## config.mk

```make
export PLATFORM = sky130hd
export DESIGN_NAME = pgm_ddram_arbiter
export DESIGN_NICKNAME = d
export VERILOG_FILES = /design/src/rtl/pgm_ddram_arbiter.sv
export SDC_FILE = /design/constraint.sdc
export NUM_CORES = 1
export LEC_CHECK = 0
export ABC_CLOCK_PERIOD_IN_PS = 2300
export CAP_MARGIN = 40
export CORE_AREA = 2 2 180 182
export DETAILED_ROUTE_END_ITERATION = 8
export DIE_AREA = 0 0 182 184
export GPL_ROUTABILITY_DRIVEN = 0
export GPL_TIMING_DRIVEN = 0
export SLEW_MARGIN = 20
export SYNTH_ARGS = -nofsm -noshare
export SYNTH_HDL_FRONTEND = slang
export SYNTH_SLANG_ARGS = --single-unit
```

## constraint.sdc

```tcl
create_clock -name fixed_50m_clk -period 2.3 [get_ports fixed_50m_clk]
set_clock_uncertainty 0.15 [all_clocks]
set_input_delay 0.69 -clock fixed_50m_clk [delete_from_list [all_inputs] [get_ports fixed_50m_clk]]
set_output_delay 0.69 -clock fixed_50m_clk [all_outputs]
set_load 0.01 [all_outputs]
```

## src/rtl/pgm_ddram_arbiter.sv

```systemverilog
`default_nettype none
// ============================================================================
// Module   : pgm_ddram_arbiter
// Purpose  : Shares the 64-bit DDRAM port between the ROM loader (writes),
//            the 68000 CPU (reads) and the video engine (reads). Only one
//            transaction is in flight at a time. Busy back-pressure is honoured,
//            and read data is captured into per-requester registers.
//
//            Grant priority in IDLE:
//              loader > starved video > CPU > video
//
// Ports    : fixed_50m_clk, reset     - sole clock, synchronous active-high reset
//            ldr_req/addr/din/be/ack  - loader write channel
//            cpu_req/addr/ack/data    - CPU read channel
//            vid_req/addr/ack/data    - video read channel
//            ddram_rd/we/addr/din/be  - command side toward DDRAM
//            ddram_dout/busy/dout_ready - DDRAM responses
// Revision : 1.0 - initial release
// ============================================================================
module pgm_ddram_arbiter #(
  parameter int VID_MAX_WAIT = 16
) (
  input  logic        fixed_50m_clk,
  input  logic        reset,
  input  logic        ldr_req,
  input  logic [28:0] ldr_addr,
  input  logic [63:0] ldr_din,
  input  logic [7:0]  ldr_be,
  output logic        ldr_ack,
  input  logic        cpu_req,
  input  logic [28:0] cpu_addr,
  output logic        cpu_ack,
  output logic [63:0] cpu_data,
  input  logic        vid_req,
  input  logic [28:0] vid_addr,
  output logic        vid_ack,
  output logic [63:0] vid_data,
  output logic        ddram_rd,
  output logic        ddram_we,
  output logic [28:0] ddram_addr,
  output logic [63:0] ddram_din,
  output logic [7:0]  ddram_be,
  input  logic [63:0] ddram_dout,
  input  logic        ddram_busy,
  input  logic        ddram_dout_ready
);

  localparam logic [1:0] C_ST_IDLE    = 2'd0;
  localparam logic [1:0] C_ST_ISSUE   = 2'd1;
  localparam logic [1:0] C_ST_WAIT_RD = 2'd2;
  localparam logic [1:0] C_ST_DONE    = 2'd3;

  // Code 0 means "no owner yet" and is the reset value.
  localparam logic [1:0] C_OWN_LDR = 2'd1;
  localparam logic [1:0] C_OWN_CPU = 2'd2;
  localparam logic [1:0] C_OWN_VID = 2'd3;

  localparam logic [7:0] C_VID_MAX = 8'(VID_MAX_WAIT);

  logic [1:0]  state_q, state_d;
  logic [1:0]  owner_q, owner_d;
  logic [7:0]  cnt_q, cnt_d;
  logic [28:0] addr_q, addr_d;
  logic [63:0] din_q, din_d;
  logic [7:0]  be_q, be_d;
  logic        rd_q, rd_d;
  logic        we_q, we_d;
  logic        ldr_ack_q, ldr_ack_d;
  logic        cpu_ack_q, cpu_ack_d;
  logic        vid_ack_q, vid_ack_d;
  logic [63:0] cpu_data_q, cpu_data_d;
  logic [63:0] vid_data_q, vid_data_d;

  logic        w_vid_starved;
  logic        w_vid_grant;

  always_comb begin
    state_d    = state_q;
    owner_d    = owner_q;
    addr_d     = addr_q;
    din_d      = din_q;
    be_d       = be_q;
    rd_d       = rd_q;
    we_d       = we_q;
    ldr_ack_d  = 1'b0;
    cpu_ack_d  = 1'b0;
    vid_ack_d  = 1'b0;
    cpu_data_d = cpu_data_q;
    vid_data_d = vid_data_q;

    w_vid_starved = (cnt_q >= C_VID_MAX);
    w_vid_grant   = 1'b0;

    case (state_q)
      C_ST_IDLE: begin
        if (ldr_req) begin
          owner_d = C_OWN_LDR;
          addr_d  = ldr_addr;
          din_d   = ldr_din;
          be_d    = ldr_be;
          we_d    = 1'b1;
          state_d = C_ST_ISSUE;
        end else if (vid_req && (w_vid_starved || !cpu_req)) begin
          // Video takes the slot when it is starved, or when the CPU is idle.
          w_vid_grant = 1'b1;
          owner_d     = C_OWN_VID;
          addr_d      = vid_addr;
          rd_d        = 1'b1;
          state_d     = C_ST_ISSUE;
        end else if (cpu_req) begin
          owner_d = C_OWN_CPU;
          addr_d  = cpu_addr;
          rd_d    = 1'b1;
          state_d = C_ST_ISSUE;
        end
      end

      C_ST_ISSUE: begin
        // The command stays on the bus until the first cycle with busy low.
        if (!ddram_busy) begin
          rd_d = 1'b0;
          we_d = 1'b0;
          if (owner_q == C_OWN_LDR) begin
            ldr_ack_d = 1'b1;
            state_d   = C_ST_DONE;
          end else begin
            state_d = C_ST_WAIT_RD;
          end
        end
      end

      C_ST_WAIT_RD: begin
        if (ddram_dout_ready) begin
          if (owner_q == C_OWN_CPU) begin
            cpu_data_d = ddram_dout;
            cpu_ack_d  = 1'b1;
          end else begin
            vid_data_d = ddram_dout;
            vid_ack_d  = 1'b1;
          end
          state_d = C_ST_DONE;
        end
      end

      C_ST_DONE: begin
        state_d = C_ST_IDLE;
      end

      default: begin
        state_d = C_ST_IDLE;
      end
    endcase

    // Starvation counter: video waiting while someone else owns the port.
    cnt_d = cnt_q;
    if (w_vid_grant || !vid_req) begin
      cnt_d = 8'd0;
    end else if ((owner_q != C_OWN_VID) && (cnt_q < C_VID_MAX)) begin
      cnt_d = cnt_q + 8'd1;
    end
  end

  always_ff @(posedge fixed_50m_clk) begin
    if (reset) begin
      state_q    <= C_ST_IDLE;
      owner_q    <= 2'd0;
      cnt_q      <= 8'd0;
      addr_q     <= 29'd0;
      din_q      <= 64'd0;
      be_q       <= 8'd0;
      rd_q       <= 1'b0;
      we_q       <= 1'b0;
      ldr_ack_q  <= 1'b0;
      cpu_ack_q  <= 1'b0;
      vid_ack_q  <= 1'b0;
      cpu_data_q <= 64'd0;
      vid_data_q <= 64'd0;
    end else begin
      state_q    <= state_d;
      owner_q    <= owner_d;
      cnt_q      <= cnt_d;
      addr_q     <= addr_d;
      din_q      <= din_d;
      be_q       <= be_d;
      rd_q       <= rd_d;
      we_q       <= we_d;
      ldr_ack_q  <= ldr_ack_d;
      cpu_ack_q  <= cpu_ack_d;
      vid_ack_q  <= vid_ack_d;
      cpu_data_q <= cpu_data_d;
      vid_data_q <= vid_data_d;
    end
  end

  assign ddram_rd   = rd_q;
  assign ddram_we   = we_q;
  assign ddram_addr = addr_q;
  assign ddram_din  = din_q;
  assign ddram_be   = be_q;
  assign ldr_ack    = ldr_ack_q;
  assign cpu_ack    = cpu_ack_q;
  assign vid_ack    = vid_ack_q;
  assign cpu_data   = cpu_data_q;
  assign vid_data   = vid_data_q;

endmodule
`default_nettype wire

```

## After elaboration in Yosys (flattened, before gate mapping)

Index checks and enable logic that the tools add are counted.

- Input bits: 230
- Output and inout port bits: 234
- Memories kept: 0
- Memory bits (writable): 0
- Register bits after elaboration: 246
- Bits in read-only memories: 0
- Bits in latches: 0

- $add $sub $neg: 1
- Multipliers: 0
- $lt $le $gt $ge: 2
- Shifts and indexed selects: 0
- Muxes and demuxes: 26
- Equality and inequality tests: 12
- Div/mod/pow operators: 0
- Reductions and logical operators: 19
- Bitwise gates (word level): 4

Operators by type and width:

| operator | count |
|---|---|
| 29-bit two-way mux | 3 |
| 2-bit two-way mux | 8 |
| 1-bit two-way mux | 12 |
| 3-bit AND reduction | 4 |
| 2-bit inequality test (second input constant) | 5 |
| 8-bit by 1-bit adder with 8-bit output (second input constant) | 1 |
| 8-bit by 5-bit greater-or-equal comparator with 1-bit output (second input constant) | 1 |
| 8-bit by 5-bit < comparator with 1-bit output (second input constant) | 1 |
| 2-bit case mux with 4 select lines | 1 |
| 2-bit equality test (second input constant) | 3 |
| 3-bit OR reduction | 2 |
| 2-bit by 1-bit equality test with 1-bit output (second input constant) | 2 |
| 4-bit inequality test (second input constant) | 1 |
| 1-bit NOT | 4 |
| 1-bit case mux with 2 select lines | 2 |
| 2-bit AND reduction | 2 |
| 4-bit AND reduction | 1 |
| 3-bit inequality test (second input constant) | 1 |
| 3-bit nonzero test | 1 |
| 1-bit logical AND | 2 |
| 1-bit logical NOT | 2 |
| 2-bit logical NOT | 1 |
| 1-bit logical OR | 2 |
| 2-bit nonzero test | 1 |
| 2-bit OR reduction | 1 |

## Depth between registers and ports, before layout

Gate-level depths: netlist (run 1).

- Depth in word-level cells: 8
- Gate-level depth with buffers: 8
- Depth with buffers taken out: 6

## Worst setup path before layout (run 1)

OpenSTA, ideal clock, no wires.

- Path type: input port to flip-flop
- Start point: input ldr_req
- End point: register addr_q[19], in the netlist ddram_addr[19]
- Arrival time: 1.768 ns
- Stages on the path: 6
- Slack: 0.244 ns
- Cells stage by stage: clkbuf_1 > o31a_1 > nand2_1 > buf_2 > buf_2 > o221ai_1

- Cells in the longest elaborated chain, start to end: 2

Ends and longest elaborated chain:

| item | line | text |
|---|---|---|
| start: declaration | 25 | `input logic ldr_req,` |
| 3-bit nonzero test (no line) | -- |  |
| 2-bit AND reduction (no line) | -- |  |
| end signal: assignment | 182 | `addr_q <= addr_d;` |
| end: declaration | 63 | `logic [28:0] addr_q, addr_d;` |

Several ways; a longest one is shown, not always the timed one.
A chain may end at the register's enable or synchronous reset.

## Worst setup path in the final report (run 1)

- Start point: register addr_q[2], in the netlist ddram_addr[2]
- End point: output ddram_addr[2]

RTL lines:

| item | line | text |
|---|---|---|
| end: declaration | 40 | `output logic [28:0] ddram_addr,` |

No word-level cell between the ends.

==> flow_summary.toml, run 1 <==
[timing]
finalSetupViolations = 0
final-hold-violation-count = 0
slew_violations = 0
relSlewSlack_pct = 53.29
tightest_slew_ns = 0.7006
fmax_mhz = 439.4
fin_crit_ns = 2.276
rsz0062_at_grt = "false"
finalCritPeriodShare_pct = 98.94

[cts]
cts.path.max_buffers = 3
cts_hold_buf = 0
htreeDepth = 1
path_clk_slew_ns = 0.06
cts_sinks = 246
numCtsBuffers = 28
cts_root_buf = "clkbuf_16"
clkLatencyLatePin_ns = 0.55
cts_tree = "built"

[critical_path]
path_max_fanout = 2
ff2ff_setup_slack_ns = 0.15
cp-startpoint = "ddram_addr[2]$_SDFFE_PP0P_"
critPathSlowestCell = "clkdlybuf4s50_1"
crit_path_start_kind = "flip-flop"
cp_data_arrival_time_ns = 1.44
critPathKind = "reg -> out"
path_cells = "clkdlybuf4s50_1"
r2r_end = "ddram_addr[12]$_SDFFE_PP0P_"
path_depth = 1
required_ns = 1.46
ff2ff_path_depth = 6
cp_num_buf_inv = 1
r2r-start = "state_q[0]$_SDFFE_PP0P_"
crit_path_end = "ddram_addr[2]"
max_stage_delay_ns = 0.55
end_kind = "output pin"
path_delay_family = "buffers and inverters"

[yosys]
syn_area_per_cell_sq_um = 8.225
ys_top_cells_by_area = "dfxtp_1 53%, nand2_1 16%, a21oi_1 11%"
synth_edf_count = 0
synth-main-ff-cell = "dfxtp_1"
yosysWarningCount = 0
netlist_instances = 1128
syn_area_sq_mm = 0.009278
synthesis.nets = 1363
ys_ff_latch = 246
ys_types = 37
synth_top_area_share_pct = 53.08
synth_area_leader_cell = "dfxtp_1"
synthArstFlopShare_pct = 0
ys_seq_area_share_pct = 53.08

[place]
placed_cell_area_sq_mm = 0.01441
dp_hpwl_um = 28620
dpl.cell_count = 1993
numPortBuffers = 461

[die]
initial_utilization_pct = 29.55
core_sq_mm = 0.03139
row_count = 65
io_pins = 464
die_x_um = 182
die_area_sq_mm = 0.03349
die_h_um = 184

[worst_hold_path]
hp-class = "reg -> reg"

[route]
wl_met1_um = 15040
first_iter_violations = 343
vias_per_cell = 4.676
wl_met2_um = 18330
route.met3.wl_um = 3616
routed_wl_um = 37790
route.detailed.drc = 0
wl_per_cell_um = 18.47
top_layer = "met4"
detail-route-antenna-nets = 0
vias = 9567
drt_first_pass_iters = 5

[global_routing]
grt_pass1_vias = 9392
grt_max_degree = 15
gr-total-overflow = 0
grt_pass1_wl_um = 56260
antenna_found_initial = 2
grt_usage_pct = 21.48

[finish]
final_common_cell = "nand2_1"
design_area_sq_mm = 0.01543
syn_to_final_growth_pct = 66.28
regArea_sq_mm = 0.004927
final_cell_mix = "407 x nand2_1, 267 x clkdlybuf4s50_1, 244 x dfxtp_1"
finish.utilization_pct = 49.14
drive_gt1_share_pct = 5.725
multi_input_area_sq_mm = 0.003951
nets = 1856
fin_cells = 2046
n_fill_cell = 3098

[flow_run]
cap_violations = 0

[power]
peakVddDrop_mv = 0.5725
power.leakage_nw = 7.187
cellPowerDensity_mw_per_mm2 = 895.3

[status]
status = "complete, no violations"
==> report_power, final <==
group	switching [W]	internal, W
clock	0.00186	0.00288
sequential	0.000332	0.00486
combinational	0.00215	0.00173
==> per-layer routing <==
| layer | track usage, % | vias to the layer above |
|---|---|---|
| met2 | 37.92 | 355 |
| li1 | - | 4742 |
| met4 | 5.032 | 0 |
| met3 | 7.726 | 42 |
| met5 | 0 | - |
| met1 | 24.82 | 4428 |
==> cells in the mapped netlist (all sizes together) (2+ instances only) <==
master and n:
nand2 407, dfxtp 246, a21oi 205, clkbuf 75
mux2i 30, nand2b 28, nand4b 27, o221ai 27
nor2 17, buf 13, inv 9, o21ai 6
ha 5, nor2b 5, nand3 4, a31oi 3
and3 2, nor3b 2, nor4 2, o21bai 2
xnor2 2
==> sequential cells by signal, summed over array words and instances (netlist names), 2 cells and up <==
| signal | cells |
|---|---|
| cpu_data | 64 |
| ddram_be | 8 |
| vid_data | 64 |
| ddram_din | 64 |
| cnt_q | 8 |
| ddram_addr | 29 |
| owner_q | 2 |
| state_q | 2 |
==> worst min-delay path by stage <==
stage / slack [ns] / endpoint / cells after the start / startpoint
after floorplan: 0.27 / cnt_q[6]$_SDFFE_PP0P_ / 2 / cnt_q[6]$_SDFFE_PP0P_
after global placement: 0.28 / cnt_q[6]$_SDFFE_PP0P_ / 2 / cnt_q[6]$_SDFFE_PP0P_
after detailed placement: 0.29 / cnt_q[6]$_SDFFE_PP0P_ / 2 / cnt_q[6]$_SDFFE_PP0P_
after CTS: 0.29 / cnt_q[6]$_SDFFE_PP0P_ / 2 / cnt_q[6]$_SDFFE_PP0P_
after global routing: 0.31 / cpu_data[36]$_SDFFE_PP0P_ / 2 / cpu_data[36]$_SDFFE_PP0P_
final: 0.30 / cnt_q[6]$_SDFFE_PP0P_ / 2 / cnt_q[6]$_SDFFE_PP0P_
==> layout make-up <==
cell class                      instances  area share (%)
Inverter                                9          0.2190
Tap cell                              402           3.260
Sequential cell                       246           31.94
Antenna cell                            2         0.03244
Buffer                                 87           2.571
Timing Repair Buffer                  464           30.02
Multi-Input combinational cell        785           25.61
Clock buffer                           32           4.834
Clock inverter                         19           1.517
==> cells by family after synthesis <==
family,count (synthesis),share of synthesized area (%)
AOI/OAI and AO/OA,248,15.40
and+or+nand+nor,499,22.97
adders and majority gates,5,0.6743
muxes,30,3.237
buffers and inverters,97,4.356
xor gates and xnor gates,3,0.2833
DFF,246,53.08
==> repair_timing <==
item | in CTS | in global routing
gates resized for setup | 138 | 96
setup endpoints to repair | 251 | 230
setup buffers | 0 | 1
==> metrics by stage <==
stage	power [W]	setup TNS, ns	hold slack [ns]	setup slack (ns)
2_1_floorplan	0.007128	0	0.2705	0.2441
3_3_place_gp	0.009332	-111.08	0.2799	-0.8217
3_5_place_dp	0.009387	-82.79	0.2852	-0.6107
4_1_cts	0.01400	0	0.2944	0.0004527
5_1_grt	0.01454	0	0.3118	0.0001240
6_report	0.01381	0	0.2955	0.02432
Power figures use the tool's default switching activity.
==> inputs of run 2 (changes only) <==
--- a/config.mk
+++ b/config.mk
@@ -12,6 +12,8 @@
 export DIE_AREA = 0 0 182 184
 export GPL_ROUTABILITY_DRIVEN = 0
 export GPL_TIMING_DRIVEN = 0
+export HOLD_SLACK_MARGIN = 0.12
+export SETUP_SLACK_MARGIN = 0.02
 export SLEW_MARGIN = 20
 export SYNTH_ARGS = -nofsm -noshare
 export SYNTH_HDL_FRONTEND = slang
==> run 2 against run 1 <==
  * Setup slack improved by 0.036 ns
  * Combinational power fell by 3%
  * Die area did not move
  * Clock-buffer cell count did not move
  * Global-route usage barely moved
  * Highest routed layer unchanged
==> flow_summary.toml, run 2 (synthesis results as in run 1) <==
[die]
die_h_um = 184
die_x_um = 182
initial_utilization_pct = 29.55
core_sq_mm = 0.03139
die_area_sq_mm = 0.03349
row_count = 65
io_pins = 464

[route]
drt_first_pass_iters = 5
vias_per_cell = 4.693
route.detailed.drc = 0
detail-route-antenna-nets = 0
routed_wl_um = 37720
vias = 9598
wl_per_cell_um = 18.44
first_iter_violations = 327

[global_routing]
grt_max_degree = 15
grt_pass1_vias = 9393
grt_usage_pct = 21.51
antenna_found_initial = 2
grt_pass1_wl_um = 56360
gr-total-overflow = 0

[timing]
tightest_slew_ns = 0.7059
rsz0062_at_grt = "false"
hold_ws_ns = 0.2955
fmax_mhz = 446.5
final-hold-violation-count = 0
relSlewSlack_pct = 52.94
finalCritPeriodShare_pct = 97.37
fin_crit_ns = 2.239
finalSetupViolations = 0
slew_violations = 0

[power]
p_int_w = 0.009334
cellPowerDensity_mw_per_mm2 = 899.4
p_sw_share_pct = 31.71
seqPwrFrac_pct = 38.0
p_comb_share_pct = 27.3
power.leakage_nw = 6.714
p_switching_w = 0.004335
p_clk_share_pct = 34.7
peakVddDrop_mv = 0.5713

[cts]
cts_sinks = 246
cts.path.max_buffers = 3
numCtsBuffers = 28
cts_root_buf = "clkbuf_16"
htreeDepth = 1
clkLatencyLatePin_ns = 0.55
cts_hold_buf = 0
cts_setup_buffers = 0
path_clk_slew_ns = 0.06
cts_tree = "built"

[finish]
design_area_sq_mm = 0.01520
nets = 1855
final_cell_mix = "407 x nand2_1, 244 x dfxtp_1, 231 x clkdlybuf4s50_1"
regArea_sq_mm = 0.004927
multi_input_area_sq_mm = 0.003951
n_fill_cell = 3146
drive_gt1_share_pct = 5.972
syn_to_final_growth_pct = 63.82
final_common_cell = "nand2_1"

[critical_path]
cp_data_arrival_time_ns = 1.40
path_max_fanout = 2
required_ns = 1.46
critPathSlowestCell = "clkdlybuf4s50_1"
end_kind = "output pin"
path_delay_family = "buffers and inverters"
crit_path_start_kind = "flip-flop"
max_stage_delay_ns = 0.54
critPathKind = "reg -> out"
cp_num_buf_inv = 1
path_cells = "clkdlybuf4s50_1"

[place]
dp_hpwl_um = 28620
numPortBuffers = 461
placed_cell_area_sq_mm = 0.01441

[worst_hold_path]
hp-class = "reg -> reg"

[flow_run]
cap_violations = 0

[status]
status = "complete, no violations"
-- run 2: cell count changes in the layout (fill, tap and decap cells not counted) --
| cell | delta |
|---|---|
| clkbuf_1 | -5 |
| clkdlybuf4s50_1 | -36 |
| clkbuf_2 | +5 |
| buf_2 | +1 |
| dlymetal6s2s_1 | -48 |
| clkbuf_4 | -2 |
| dlygate4sd2_1 | +84 |
-- run 2: final timing paths --
kind                                                  from                     endpoint  slack [ns]  cells after the start
worst max-delay path            ddram_din[20]$_SDFFE_PP0P_                ddram_din[20]        0.06                      1
worst min-delay path                 cnt_q[6]$_SDFFE_PP0P_        cnt_q[6]$_SDFFE_PP0P_        0.30                      2
worst max register to register     state_q[0]$_SDFFE_PP0P_  ddram_addr[20]$_SDFFE_PP0P_        0.21                      7
worst min register to register       cnt_q[6]$_SDFFE_PP0P_        cnt_q[6]$_SDFFE_PP0P_        0.30                      2
-- run 2: stage by stage --
stage,total power [W],util [%],worst slack (ns),TNS [ns],std cells
2_1_floorplan,0.007128,-,0.2441,0,1128
3_3_place_gp,0.009332,45.85,-0.8217,-111.08,1991
3_5_place_dp,0.009387,45.90,-0.6107,-82.79,1993
4_1_cts,0.01384,48.21,0.02024,0,2044
5_1_grt,0.01440,48.41,0.02211,0,2045
6_report,0.01367,48.41,0.06059,0,2045
-- run 2: layout make-up --
cell class / instances / area share (%)
sequential: 246 / 32.42
multi-input combinational: 785 / 26.00
timing repair buffer: 463 / 28.94
clock buffer: 32 / 4.907
inverter: 9 / 0.2223
buffer: 87 / 2.634
clock inverter: 19 / 1.539
antenna: 2 / 0.03293
tap: 402 / 3.309
-- run 2: timing repair --
action	in CTS	in global routing
resized for setup	223	56
setup endpoints to repair	360	202
cloned	0	0
-- run 2: worst reg2reg max path, stage by stage, from the launching register on --
cell      delay [ns]
dfxtp_1         0.38
inv_1           0.08
ha_1            0.32
o31a_1          0.22
nand2_1         0.11
buf_4           0.22
buf_2           0.29
o221ai_1        0.17
-- run 2: per-layer routing --
| metal | GRT usage, % | vias up | share of wire, % |
|---|---|---|---|
| li1 | - | 4748 | - |
| met1 | 24.94 | 4439 | 40 |
| met2 | 38.02 | 367 | 48 |
| met3 | 7.567 | 44 | 9.8 |
| met4 | 5.032 | 0 | 2.1 |
| met5 | 0 | - | 0 |
-- run 2: power groups by stage --
stage	Sequential, W	Clock, W	Combinational (W)
floorplan	0.00551	0	0.00162
finish	0.00519	0.00474	0.00374
global route	0.00526	0.00502	0.00412
global placement	0.00528	0	0.00405
detailed placement	0.00530	0	0.00409
CTS	0.00519	0.00487	0.00378
